===== src/rtl/clf_pkg.sv =====
// Shared types for the class vote filter: class index and vote FSM states.
package clf_pkg;

    localparam int NUM_CLASSES = 4;

    typedef logic [1:0] class_t;

    typedef enum logic [1:0] {
        FILL  = 2'd0,
        TRACK = 2'd1,
        HOLD  = 2'd2
    } vote_state_t;

endpackage


===== src/rtl/vote_window.sv =====
// Sliding window of the last WINDOW class samples with per-class occupancy counters.
module vote_window
    import clf_pkg::*;
#(
    parameter int WINDOW = 8,
    localparam int CW = $clog2(WINDOW + 1)
)(
    input  logic                            clk,
    input  logic                            reset,
    input  logic                            sample_en,
    input  logic [1:0]                      class_in,
    input  logic                            flush,
    output logic [NUM_CLASSES-1:0][CW-1:0]  cnt,
    output logic [CW-1:0]                   fill
);

    localparam int PW = $clog2(WINDOW);

    logic [WINDOW-1:0][1:0]         buf_q, buf_d;
    logic [PW-1:0]                  ptr_q, ptr_d;
    logic [CW-1:0]                  fill_q, fill_d;
    logic [NUM_CLASSES-1:0][CW-1:0] cnt_q, cnt_d;
    class_t                         oldest;

    // Next-state of buffer, pointer, fill level and counters
    always_comb begin
        buf_d  = buf_q;
        ptr_d  = ptr_q;
        fill_d = fill_q;
        cnt_d  = cnt_q;
        oldest = buf_q[ptr_q];
        if (flush) begin
            buf_d  = '0;
            ptr_d  = '0;
            fill_d = '0;
            cnt_d  = '0;
        end else if (sample_en) begin
            buf_d[ptr_q] = class_in;
            ptr_d = (ptr_q == PW'(WINDOW - 1)) ? '0 : ptr_q + PW'(1);
            if (fill_q != CW'(WINDOW)) begin
                cnt_d[class_in] = cnt_q[class_in] + CW'(1);
                fill_d          = fill_q + CW'(1);
            end else if (oldest != class_in) begin
                // Full window: the evicted sample hands its vote to the new one
                cnt_d[oldest]   = cnt_q[oldest] - CW'(1);
                cnt_d[class_in] = cnt_q[class_in] + CW'(1);
            end else begin
                cnt_d = cnt_q;
            end
        end else begin
            buf_d = buf_q;
        end
    end

    // Window state registers
    always_ff @(posedge clk or posedge reset) begin
        if (reset) begin
            buf_q  <= '0;
            ptr_q  <= '0;
            fill_q <= '0;
            cnt_q  <= '0;
        end else begin
            buf_q  <= buf_d;
            ptr_q  <= ptr_d;
            fill_q <= fill_d;
            cnt_q  <= cnt_d;
        end
    end

    assign cnt  = cnt_q;
    assign fill = fill_q;

endmodule


===== src/rtl/class_vote_filter.sv =====
// Debounced, confidence-qualified classification: majority vote over a sliding
// window with a hold-off period after every commit.
module class_vote_filter #(
    parameter int WINDOW  = 8,
    parameter int THRESH  = 6,
    parameter int HOLDOFF = 16
)(
    input  logic                          clk,
    input  logic                          reset,
    input  logic                          sample_en,
    input  logic [1:0]                    class_in,
    input  logic                          flush,
    output logic [1:0]                    stable_class,
    output logic                          stable_valid,
    output logic                          class_changed,
    output logic [$clog2(WINDOW+1)-1:0]   confidence
);
    import clf_pkg::*;

    localparam int CW = $clog2(WINDOW + 1);
    localparam int HW = (HOLDOFF > 1) ? $clog2(HOLDOFF) : 1;

    if (WINDOW < 4 || WINDOW > 64 || (WINDOW & (WINDOW - 1)) != 0) begin : g_bad_window
        $error("class_vote_filter: WINDOW must be a power of two in 4..64");
    end
    if (!(THRESH > WINDOW / 2 && THRESH <= WINDOW)) begin : g_bad_thresh
        $error("class_vote_filter: THRESH must satisfy WINDOW/2 < THRESH <= WINDOW");
    end
    if (HOLDOFF < 1) begin : g_bad_holdoff
        $error("class_vote_filter: HOLDOFF must be at least 1");
    end

    logic [NUM_CLASSES-1:0][CW-1:0] cnt;
    logic [CW-1:0]                  fill;
    logic                           win;
    class_t                         wcls;
    logic                           will_be_full;

    vote_state_t   state_q, state_d;
    logic [HW-1:0] hold_q, hold_d;
    class_t        stable_class_q, stable_class_d;
    logic          stable_valid_q, stable_valid_d;
    logic          class_changed_q, class_changed_d;
    logic [CW-1:0] confidence_q, confidence_d;

    vote_window #(
        .WINDOW (WINDOW)
    ) u_win (
        .clk       (clk),
        .reset     (reset),
        .sample_en (sample_en),
        .class_in  (class_in),
        .flush     (flush),
        .cnt       (cnt),
        .fill      (fill)
    );

    // Winner detection; THRESH above half the window allows at most one hit
    always_comb begin
        win  = 1'b0;
        wcls = 2'd0;
        for (int c = 0; c < NUM_CLASSES; c++) begin
            win  = win | (cnt[c] >= CW'(THRESH));
            wcls = (cnt[c] >= CW'(THRESH)) ? class_t'(c) : wcls;
        end
    end

    // Leaving FILL on the edge that stores the last sample lets TRACK see the full window next cycle
    assign will_be_full = (fill == CW'(WINDOW)) ||
                          ((fill == CW'(WINDOW - 1)) && sample_en);

    // Vote FSM, hold-off counter and commit of the output registers
    always_comb begin
        state_d         = state_q;
        hold_d          = hold_q;
        stable_class_d  = stable_class_q;
        stable_valid_d  = stable_valid_q;
        class_changed_d = 1'b0;
        confidence_d    = confidence_q;
        if (flush) begin
            state_d        = FILL;
            hold_d         = '0;
            stable_valid_d = 1'b0;
        end else begin
            case (state_q)
                FILL: begin
                    state_d = will_be_full ? TRACK : FILL;
                end
                TRACK: begin
                    if (win && (!stable_valid_q || (wcls != stable_class_q))) begin
                        stable_class_d  = wcls;
                        stable_valid_d  = 1'b1;
                        class_changed_d = 1'b1;
                        confidence_d    = cnt[wcls];
                        hold_d          = HW'(HOLDOFF - 1);
                        state_d         = HOLD;
                    end else begin
                        state_d = TRACK;
                    end
                end
                HOLD: begin
                    if (hold_q == '0) begin
                        state_d = TRACK;
                    end else begin
                        hold_d = hold_q - HW'(1);
                    end
                end
                default: begin
                    state_d = FILL;
                    hold_d  = '0;
                end
            endcase
        end
    end

    // FSM and output registers
    always_ff @(posedge clk or posedge reset) begin
        if (reset) begin
            state_q         <= FILL;
            hold_q          <= '0;
            stable_class_q  <= 2'd0;
            stable_valid_q  <= 1'b0;
            class_changed_q <= 1'b0;
            confidence_q    <= '0;
        end else begin
            state_q         <= state_d;
            hold_q          <= hold_d;
            stable_class_q  <= stable_class_d;
            stable_valid_q  <= stable_valid_d;
            class_changed_q <= class_changed_d;
            confidence_q    <= confidence_d;
        end
    end

    assign stable_class  = stable_class_q;
    assign stable_valid  = stable_valid_q;
    assign class_changed = class_changed_q;
    assign confidence    = confidence_q;

endmodule


===== config.mk =====
export PLATFORM = sky130hd
export DESIGN_NAME = class_vote_filter
export DESIGN_NICKNAME = d
export VERILOG_FILES = /design/src/rtl/clf_pkg.sv /design/src/rtl/vote_window.sv /design/src/rtl/class_vote_filter.sv
export SDC_FILE = /design/constraint.sdc
export NUM_CORES = 1
export LEC_CHECK = 0
export ABC_CLOCK_PERIOD_IN_PS = 3430
export BUFFER_PORTS_ARGS = -buffer_cell sky130_fd_sc_hd__clkbuf_2
export CORE_MARGIN = 4
export CORE_UTILIZATION = 54
export DETAILED_ROUTE_END_ITERATION = 8
export PLACE_DENSITY = 0.82
export RECOVER_POWER = 100
export SETUP_SLACK_MARGIN = 0.05
export SYNTH_ARGS = -nofsm -noshare
export SYNTH_HDL_FRONTEND = slang
export SYNTH_SLANG_ARGS = --single-unit

===== constraint.sdc =====
create_clock -name clk -period 3.43 [get_ports clk]
set_clock_uncertainty 0.15 [all_clocks]
set_input_delay 0.1715 -clock clk [delete_from_list [all_inputs] [get_ports clk]]
set_output_delay 0.1715 -clock clk [all_outputs]
set_load 0.1 [all_outputs]

==> flow_summary.json, run 1 <==
{
  "status": "finished, final reports clean",
  "hold_ws_ns": 0.198,
  "cp.required_ns": 3.47,
  "clock-root-buffer": "clkbuf_8",
  "post-route-period-util": 0.910,
  "async_flop_share": 1.00,
  "ioPinCount": 14,
  "synth_edf_count": 0,
  "htreeDepth": 2,
  "syn_nets": 419,
  "cts-resized-gates": 0,
  "syn_avg_cell_area_sq_um": 9.32,
  "setup_tns_ns": 0,
  "path_class": "reg -> reg",
  "cts_sinks": 53,
  "grt_pass1_wl_mm": 14.1,
  "nets": 418,
  "die_area_sq_um": 8310,
  "die_w_microns": 91.2,
  "cp-start-kind": "flip-flop",
  "final_cell_mix": "dfrtp_1, nand2_1, nor2_1, mux2i_1, a21oi_1",
  "post_drt_wl_per_cell_microns": 17.3,
  "synthFlopType": "dfrtp_1",
  "gp_congestion": 1.00,
  "antenna_found_initial": 0,
  "setup_viol": 0,
  "finalMaxSlewViolations": 0,
  "ant_nets": 0,
  "port_buffers": 13,
  "yosys_register_bits": 53,
  "period_needed_ns": 3.12,
  "timing.fmax_mhz": 320,
  "end_kind": "flip-flop",
  "overflow": 0,
  "drt_iter0_drc": 233,
  "hpwl_mm": 5.85,
  "final_util": 0.578,
  "yosysSeqAreaShare": 0.355,
  "insertion_delay_ns": 0.31,
  "cts_buffer_depth": 2,
  "wl_mm": 8.34,
  "via_per_inst": 6.44,
  "path_clk_slew_ns": 0.10,
  "core_area_sq_um": 6760,
  "cts_setup_buffers": 0,
  "synthTopCellsByArea": "dfrtp_1, mux2i_1, mux4_2",
  "drc_errors": 0,
  "rsz0062_at_grt": "no",
  "hold_class": "in -> reg",
  "grt_max_degree": 46,
  "synth_top_area_share": 0.355,
  "firstDrtPassIters": 5,
  "cellLeakagePower_nw": 1.74,
  "synth_largest_area_cell": "dfrtp_1",
  "grt_pass1_vias": 2876,
  "p_per_area_nw_per_um2": 337,
  "die_h_microns": 91.2,
  "syn-cell-area_sq_um": 3740,
  "cap_violations": 0,
  "cts_buffers": 5,
  "ir_drop_mv": 0.159,
  "syn2layout_area_growth_pct": 4.52,
  "row_count": 30,
  "relSlewSlack": 0.148,
  "num_vias": 3098,
  "worstPathMaxFanout": 18,
  "hold_violations": 0,
  "drive_gt1_frac": 0.0998,
  "cp.arrival_ns": 3.16,
  "n_antenna_cell": 0,
  "final_common_cell": "dfrtp_1",
  "yosysWarnings": 0,
  "ys_types": 57,
  "synthCells": 401,
  "cts_tree": "done",
  "grt_use_total": 0.206,
  "initial_core_util": 0.553,
  "tightest_slew_ns": 1.28
}
==> cells in the mapped netlist, drive strengths merged, types with 2 or more instances <==
cell type	instances
mux4	8
o21ai	23
a21oi	26
nand4b	4
nand3b	3
inv	14
a21o	6
nand2b	7
nor3	12
nand2	33
nand4	9
or3b	2
ha	12
o21a	2
nor2b	5
a22oi	2
nor4b	2
buf	9
nor4	6
a31oi	10
and4	3
and2	3
mux2	13
o31ai	4
xnor2	7
a211oi	4
nor3b	3
or3	3
mux2i	31
xor2	3
dfrtp	53
o221a	2
o211ai	2
clkbuf	19
nor2	33
nand3	9
o311ai	3
==> per-stage QoR <==
| stage | instance area [sq um] | cells | setup WS (ns) | total power, mW |
|---|---|---|---|---|
| detailed placement | 3810 | 472 | 0.362 | 0.898 |
| CTS | 3940 | 481 | 0.346 | 1.33 |
| finish | 3910 | 481 | 0.307 | 1.32 |
| floorplan | 3740 | 401 | 0.829 | 0.854 |
| global placement | 3810 | 472 | 0.458 | 0.891 |
| global route | 3910 | 481 | 0.132 | 1.38 |
==> state kept, by name (all words and copies together) (netlist names) <==
| name | flops |
|---|---|
| u_win.fill | 4 |
| u_win.ptr_q | 3 |
| class_changed | 1 |
| u_win.buf_q | 16 |
| stable_valid | 1 |
| confidence | 4 |
| u_win.cnt | 16 |
| state_q | 2 |
| hold_q | 4 |
| stable_class | 2 |
==> layout make-up <==
| cell class | instances | area (sq um) |
|---|---|---|
| fillers | 585 | 2850 |
| multi-input cells | 305 | 2200 |
| inverters | 15 | 56.3 |
| repair buffers | 20 | 106 |
| well taps | 80 | 100 |
| clock inverters | 2 | 38.8 |
| clock buffers | 6 | 72.6 |
| flip-flops and latches | 53 | 1330 |
==> kinds of logic after synthesis <==
kind of cell / count (synthesis) / synth area share
AOI/OAI and AO/OA: 92 / 0.157
xor gates and xnor gates: 10 / 0.0234
adders and majority gates: 12 / 0.0402
buffers and inverters: 43 / 0.0506
DFF: 53 / 0.355
muxes: 52 / 0.174
and+or+nand+nor: 139 / 0.199
==> per-layer routing <==
metal,vias up,track usage,part of all wire
met1,1521,0.285,0.45
met5,-,0,0
li1,1468,-,-
met3,15,0.0282,0.048
met2,94,0.335,0.49
met4,0,0.0628,0.019
==> repair_timing <==
| action | in CTS | in global routing |
|---|---|---|
| endpoints found under the setup margin | 0 | 0 |
| hold buffers | 1 | 0 |
| hold endpoints to repair | 29 | 0 |
==> critical path: stages, from the launching register on <==
cell	delay (ns)
dfrtp_1	0.80
mux2_1	0.39
mux4_2	0.62
nand3_1	0.12
nand2_1	0.07
ha_1	0.31
a21oi_1	0.05
nand4_1	0.11
a21oi_1	0.07
mux2_1	0.31
==> report_power, final <==
| group | internal, mW | leakage, nW | switching, mW |
|---|---|---|---|
| sequential | 0.640 | 0.722 | 0.0288 |
| clock | 0.219 | 0.0554 | 0.210 |
| combinational | 0.0801 | 0.958 | 0.136 |
==> worst paths after layout <==
path                            cells past startpoint  slack [ns]               to           start
min in group asynchronous                           3        0.55  stable_class[1]           reset
worst min register to register                      1        0.36    confidence[1]   confidence[1]
worst max-delay path                                9        0.31    u_win.cnt[13]  u_win.ptr_q[0]
max in group asynchronous                           4        0.84  u_win.buf_q[15]           reset
worst max register to register                      9        0.31    u_win.cnt[13]  u_win.ptr_q[0]
worst min-delay path                                3        0.20     u_win.cnt[1]           flush
Power figures use the tool's default switching activity.
==> inputs of run 2 (changes only) <==
Settings changed: CORE_UTILIZATION 54 to 60, PLACE_DENSITY 0.82 to 0.89, SYNTH_HIERARCHICAL set to 1.
==> flow_summary.json, run 2 <==
{
  "drc_errors": 0,
  "drt_iter0_drc": 285,
  "multi_input_area_sq_um": 2060,
  "num_vias": 3015,
  "synthCells": 384,
  "overflow": 0,
  "setup_viol": 0,
  "yosys-top-cells-count": "dfrtp_1, nor2_1, nand2_1, a21oi_1, mux2i_1",
  "ff_latch_area_sq_um": 1330,
  "final_common_cell": "dfrtp_1",
  "grt_max_degree": 40,
  "antenna_found_initial": 0,
  "grt_pass1_wl_mm": 14.3,
  "grt_use_total": 0.242,
  "yosys_register_bits": 53,
  "cp.required_ns": 3.48,
  "status": "finished with violations",
  "setup_tns_ns": 0,
  "ant_nets": 0,
  "post_drt_wl_per_cell_microns": 17.8,
  "path_class": "reg -> reg",
  "syn2layout_area_growth_pct": 3.26,
  "initial_core_util": 0.615,
  "insertion_delay_ns": 0.31,
  "sequentialPowerShare": 0.544,
  "row_count": 28,
  "syn_nets": 400,
  "via_per_inst": 6.46,
  "place_area_sq_um": 3710,
  "drive_gt1_frac": 0.0995,
  "cts_tree": "done",
  "cp-start-kind": "flip-flop",
  "tightest_slew_ns": 2.09,
  "clkPwrFrac": 0.314,
  "yosys.cell_count.top_type": "dfrtp_1",
  "violations": "max-capacitance violations, max-slew violations",
  "synthFlopType": "dfrtp_1",
  "p_per_area_nw_per_um2": 324,
  "nets": 407,
  "cp.arrival_ns": 3.28,
  "ir_drop_mv": 0.228,
  "power_frac_comb": 0.142,
  "ioPinCount": 14,
  "clock-root-buffer": "clkbuf_8",
  "post-route-period-util": 0.942,
  "final_cell_mix": "dfrtp_1, nor2_1, nand2_1, a21oi_1",
  "die_w_microns": 85.9,
  "cts_buffers": 5,
  "cts-resized-gates": 0,
  "hpwl_mm": 5.76,
  "path_clk_slew_ns": 0.09,
  "nFillCells": 481,
  "switchingPower_uw": 336,
  "cts_buffer_depth": 2,
  "gp_congestion": 1.00,
  "period_needed_ns": 3.23,
  "cap_violations": 1,
  "relSlewSlack": -0.391,
  "hold_class": "in -> reg",
  "layout.cells.non_filler": 467,
  "timing.fmax_mhz": 310,
  "end_kind": "flip-flop",
  "timing.final.ws_setup_ns": 0.199,
  "switching_share": 0.275,
  "rsz0062_at_grt": "no",
  "die_area_sq_um": 7380,
  "grt_pass1_vias": 3025,
  "wl_mm": 8.30,
  "cts_sinks": 53,
  "worstPathMaxFanout": 20,
  "syn_avg_cell_area_sq_um": 9.49,
  "syn-cell-area_sq_um": 3640,
  "synth_edf_count": 0,
  "dp.cells": 458,
  "finalMaxSlewViolations": 40,
  "n_antenna_cell": 0,
  "cellLeakagePower_nw": 1.62,
  "async_flop_share": 1.00,
  "firstDrtPassIters": 9,
  "yosysWarnings": 6,
  "die_h_microns": 85.9,
  "htreeDepth": 2,
  "synth_largest_area_cell": "dfrtp_1",
  "synth_top_area_share": 0.364,
  "hold_violations": 0,
  "ys_types": 77,
  "place_ws_ns": 0.351,
  "synthTopCellsByArea": "dfrtp_1, mux2i_1, nor2_1",
  "final_cell_area_sq_um": 3760,
  "p_int_uw": 884,
  "core_area_sq_um": 5920,
  "port_buffers": 13,
  "yosysSeqAreaShare": 0.364
}
[run 2: cell types whose count changed in the layout (fill, tap and decap cells not counted), moves of 4 or more]
cell     previous run  this run
a21oi_1            26        22
a221o_1             0         6
a31oi_1            10         2
inv_1              14        20
mux2_2              6         0
mux2i_1            31        20
mux4_2              8         4
nand4_1             9         3
nor2_1             33        46
o21ai_0            22        16
xor2_1              3        11
[run 2: what timing repair did]
action / in CTS / in global routing
endpoints found under the hold margin: 53 / 0
hold buffers: 1 / 0
buffers inserted: 0 / 0
[run 2: final timing paths]
kind                           startpoint        endpoint  slack (ns)  cells after the start
max                        u_win/ptr_q[1]    u_win/cnt[5]        0.20                      7
min in group asynchronous           reset       hold_q[2]        0.29                      3
min                                 flush   u_win/fill[3]        0.23                      3
max in group asynchronous           reset  u_win/buf_q[3]        0.92                      4
max reg2reg                u_win/ptr_q[1]    u_win/cnt[5]        0.20                      7
min reg2reg                 confidence[2]   confidence[2]        0.34                      2
[run 2: layout make-up]
type | count | share of cell area
multi-input combinational | 289 | 0.549
sequential | 53 | 0.353
clock buffer | 7 | 0.0256
tap | 75 | 0.0250
inverter | 24 | 0.0240
timing repair buffer | 18 | 0.0230
clock inverter | 1 | 0.00133
[run 2: cell families after synthesis]
group	Yosys count	synth area share
simple gates	139	0.193
compound gates	94	0.212
flops	53	0.364
buf+inv	42	0.0577
xor+xnor	19	0.0478
fa+ha+maj	10	0.0344
mux	27	0.0910
[run 2: through the flow]
step / hold WS [ns] / util / power (mW)
2_1_floorplan: -0.0893 / - / 0.819
3_3_place_gp: 0.0737 / 0.627 / 0.841
3_5_place_dp: 0.0959 / 0.627 / 0.849
4_1_cts: 0.219 / 0.646 / 1.23
5_1_grt: 0.248 / 0.635 / 1.28
6_report: 0.227 / 0.635 / 1.22
[run 2: critical path, stage by stage, from the launching register on]
cell	delay, ns
dfrtp_1	0.75
mux2i_1	0.30
o22ai_1	0.10
a22o_1	0.48
a311oi_1	0.61
o21ai_2	0.19
and2_1	0.20
a221o_1	0.33
[run 2: layer usage]
metal / track usage / part of all wire / up-vias
met3: 0.0538 / 0.066 / 47
met2: 0.399 / 0.47 / 134
met1: 0.296 / 0.42 / 1432
met4: 0.124 / 0.043 / 0
met5: 0 / 0 / -
li1: - / - / 1402
[run 2: power by group through the flow]
stage                     Clock, mW  Sequential (mW)  Combinational (mW)
after global routing          0.419            0.668               0.191
after CTS                     0.395            0.664               0.175
after detailed placement          0            0.676               0.173
after global placement            0            0.674               0.167
final                         0.383            0.664               0.173
after floorplan                   0            0.660               0.159
==> inputs of run 3 (changes only) <==
Settings changed: ABC_AREA set to 1, CORE_UTILIZATION 60 to 50, PLACE_DENSITY 0.89 to 0.78.
==> flow_summary.json, run 3 <==
{
  "yosys-top-cells-count": "nand2_1, nand3_1, inv_1, dfrtp_1, o21ai_0",
  "antenna_found_initial": 0,
  "path_delay_family": "simple AND/OR/NAND/NOR gates",
  "insertion_delay_ns": 0.32,
  "place_ws_ns": 0.999,
  "relSlewSlack": -0.369,
  "synth_fa_ha_area_frac": 0.0340,
  "slowest_delay_ns": 0.54,
  "via_per_inst": 5.43,
  "async_flop_share": 1.00,
  "n_antenna_cell": 0,
  "multi_input_area_sq_um": 2010,
  "crit_chain": "inv_1, nand2_1, nand2_1, nand2_1, nand2_1, nand2_4, nand2_4, inv_1, nand2_1, nand2_1, nor2_1, nand3_1, o211ai_1, nor2_4, nand2_1, nand2_1",
  "row_count": 31,
  "synth_top_area_share": 0.360,
  "final_cell_area_sq_um": 3850,
  "final_common_cell": "nand2_1",
  "drive_gt1_frac": 0.0929,
  "firstDrtPassIters": 6,
  "clock-root-buffer": "clkbuf_8",
  "synth_mux_area_frac": 0,
  "path_clk_slew_ns": 0.12,
  "ys_types": 35,
  "tightest_slew_ns": 2.05,
  "synth-xor-area-share": 0.00475,
  "synthFlopType": "dfrtp_1",
  "cts_buffer_depth": 2,
  "yosys.cell_count.top_type": "nand2_1",
  "port_buffers": 13,
  "hold_class": "in -> reg",
  "cp.required_ns": 3.49,
  "path_buf_inv": 2,
  "ff_latch_area_sq_um": 1330,
  "synth-simple-area-share": 0.422,
  "num_vias": 3458,
  "initial_core_util": 0.511,
  "syn_avg_cell_area_sq_um": 7.06,
  "cts_buffers": 5,
  "ant_nets": 0,
  "cts_tree": "done",
  "die_h_microns": 93.8,
  "path_class": "reg -> reg",
  "cap_violations": 1,
  "synth_edf_count": 0,
  "rsz0062_at_grt": "no",
  "synth_top_family_by_area": "simple AND/OR/NAND/NOR gates",
  "cts_setup_buffers": 0,
  "grt_max_degree": 40,
  "cp.arrival_ns": 2.82,
  "violations": "max-capacitance violations, max-slew violations",
  "nFillCells": 742,
  "yosys_register_bits": 53,
  "syn2layout_area_growth_pct": 4.52,
  "nets": 553,
  "synthTopCellsByArea": "dfrtp_1, nand2_1, nand3_1",
  "grt_use_total": 0.216,
  "period_needed_ns": 2.76,
  "final_cell_mix": "nand2_1, nand3_1, inv_1, dfrtp_1, o21ai_0",
  "yosysWarnings": 6,
  "yosysSeqAreaShare": 0.360,
  "wl_mm": 8.97,
  "htreeDepth": 2,
  "hold_violations": 0,
  "drc_errors": 0,
  "p_per_area_nw_per_um2": 328,
  "hpwl_mm": 6.90,
  "timing.final.ws_setup_ns": 0.667,
  "gp_congestion": 1.00,
  "synth_largest_area_cell": "dfrtp_1",
  "die_w_microns": 93.8,
  "cts-resized-gates": 0,
  "finalMaxSlewViolations": 40,
  "cp-start-kind": "flip-flop",
  "critical_path.most_common_cell": "nand2_1",
  "cts_sinks": 53,
  "drt_iter0_drc": 286,
  "grt_pass1_wl_mm": 15.3,
  "end_kind": "flip-flop",
  "timing.critical_path.slowest_stage_cell": "dfrtp_1",
  "post-route-period-util": 0.806,
  "syn-cell-area_sq_um": 3680,
  "status": "finished with violations",
  "die_area_sq_um": 8810,
  "post_drt_wl_per_cell_microns": 14.1,
  "syn_nets": 538,
  "worstPathMaxFanout": 14,
  "cellLeakagePower_nw": 1.98,
  "synth_compound_area_frac": 0.102,
  "timing.fmax_mhz": 362,
  "ioPinCount": 14,
  "place_area_sq_um": 3830,
  "postCtsHoldBufs": 1,
  "grt_pass1_vias": 3213,
  "overflow": 0,
  "setup_viol": 0,
  "setup_tns_ns": 0,
  "synthCells": 522,
  "ir_drop_mv": 0.179,
  "core_area_sq_um": 7210
}
-- run 3: cell families (layout without fill, tap and decap cells) --
group | Yosys count | in the layout
compound gates | 64 | 64
buf+inv | 68 | 84
flops | 53 | 53
fa+ha+maj | 10 | 10
simple gates | 325 | 325
xor+xnor | 2 | 2
-- run 3: worst min-delay path, cell delays in order --
cell and delay, ns:
clkbuf_2 0.19, nand3_1 0.12, o21ai_0 0.07
-- run 3: final timing paths --
kind                           startpoint        endpoint  slack [ns]  cells past startpoint
max reg2reg                u_win/ptr_q[0]    u_win/cnt[6]        0.67                     16
max                        u_win/ptr_q[0]    u_win/cnt[6]        0.67                     16
min reg2reg                 confidence[1]   confidence[1]        0.33                      2
min in group asynchronous           reset       hold_q[1]        0.26                      3
max in group asynchronous           reset  u_win/buf_q[5]        0.98                      4
min                             sample_en  u_win/ptr_q[1]        0.12                      3
-- run 3: per-layer routing --
| metal | up-vias | share of wire | global-route usage |
|---|---|---|---|
| met4 | 0 | 0.018 | 0.0602 |
| met3 | 21 | 0.069 | 0.0369 |
| met5 | - | 0 | 0 |
| met2 | 133 | 0.46 | 0.354 |
| li1 | 1720 | - | - |
| met1 | 1584 | 0.45 | 0.294 |
-- run 3: power by group --
part | leakage [nW] | internal (mW) | total (mW) | switching [mW]
logic | 1.20 | 0.0600 | 0.216 | 0.156
registers | 0.733 | 0.640 | 0.664 | 0.0238
clock network | 0.0506 | 0.153 | 0.384 | 0.231
total | 1.98 | 0.853 | 1.26 | 0.411
-- run 3: cell type report --
type	instances	share of cell area
clock inverter	3	0.00747
sequential	53	0.344
tap	99	0.0322
multi-input combinational	401	0.521
inverter	60	0.0591
timing repair buffer	16	0.0182
clock buffer	5	0.0179
-- run 3: metrics by stage --
| stage | std cells | util | hold WS (ns) | power [mW] |
|---|---|---|---|---|
| after CTS | 637 | 0.546 | 0.107 | 1.29 |
| after global routing | 637 | 0.534 | 0.162 | 1.34 |
| after detailed placement | 628 | 0.531 | 0.0843 | 0.897 |
| after global placement | 628 | 0.531 | 0.0786 | 0.894 |
| after floorplan | 522 | - | -0.0893 | 0.847 |
| final | 637 | 0.534 | 0.117 | 1.26 |
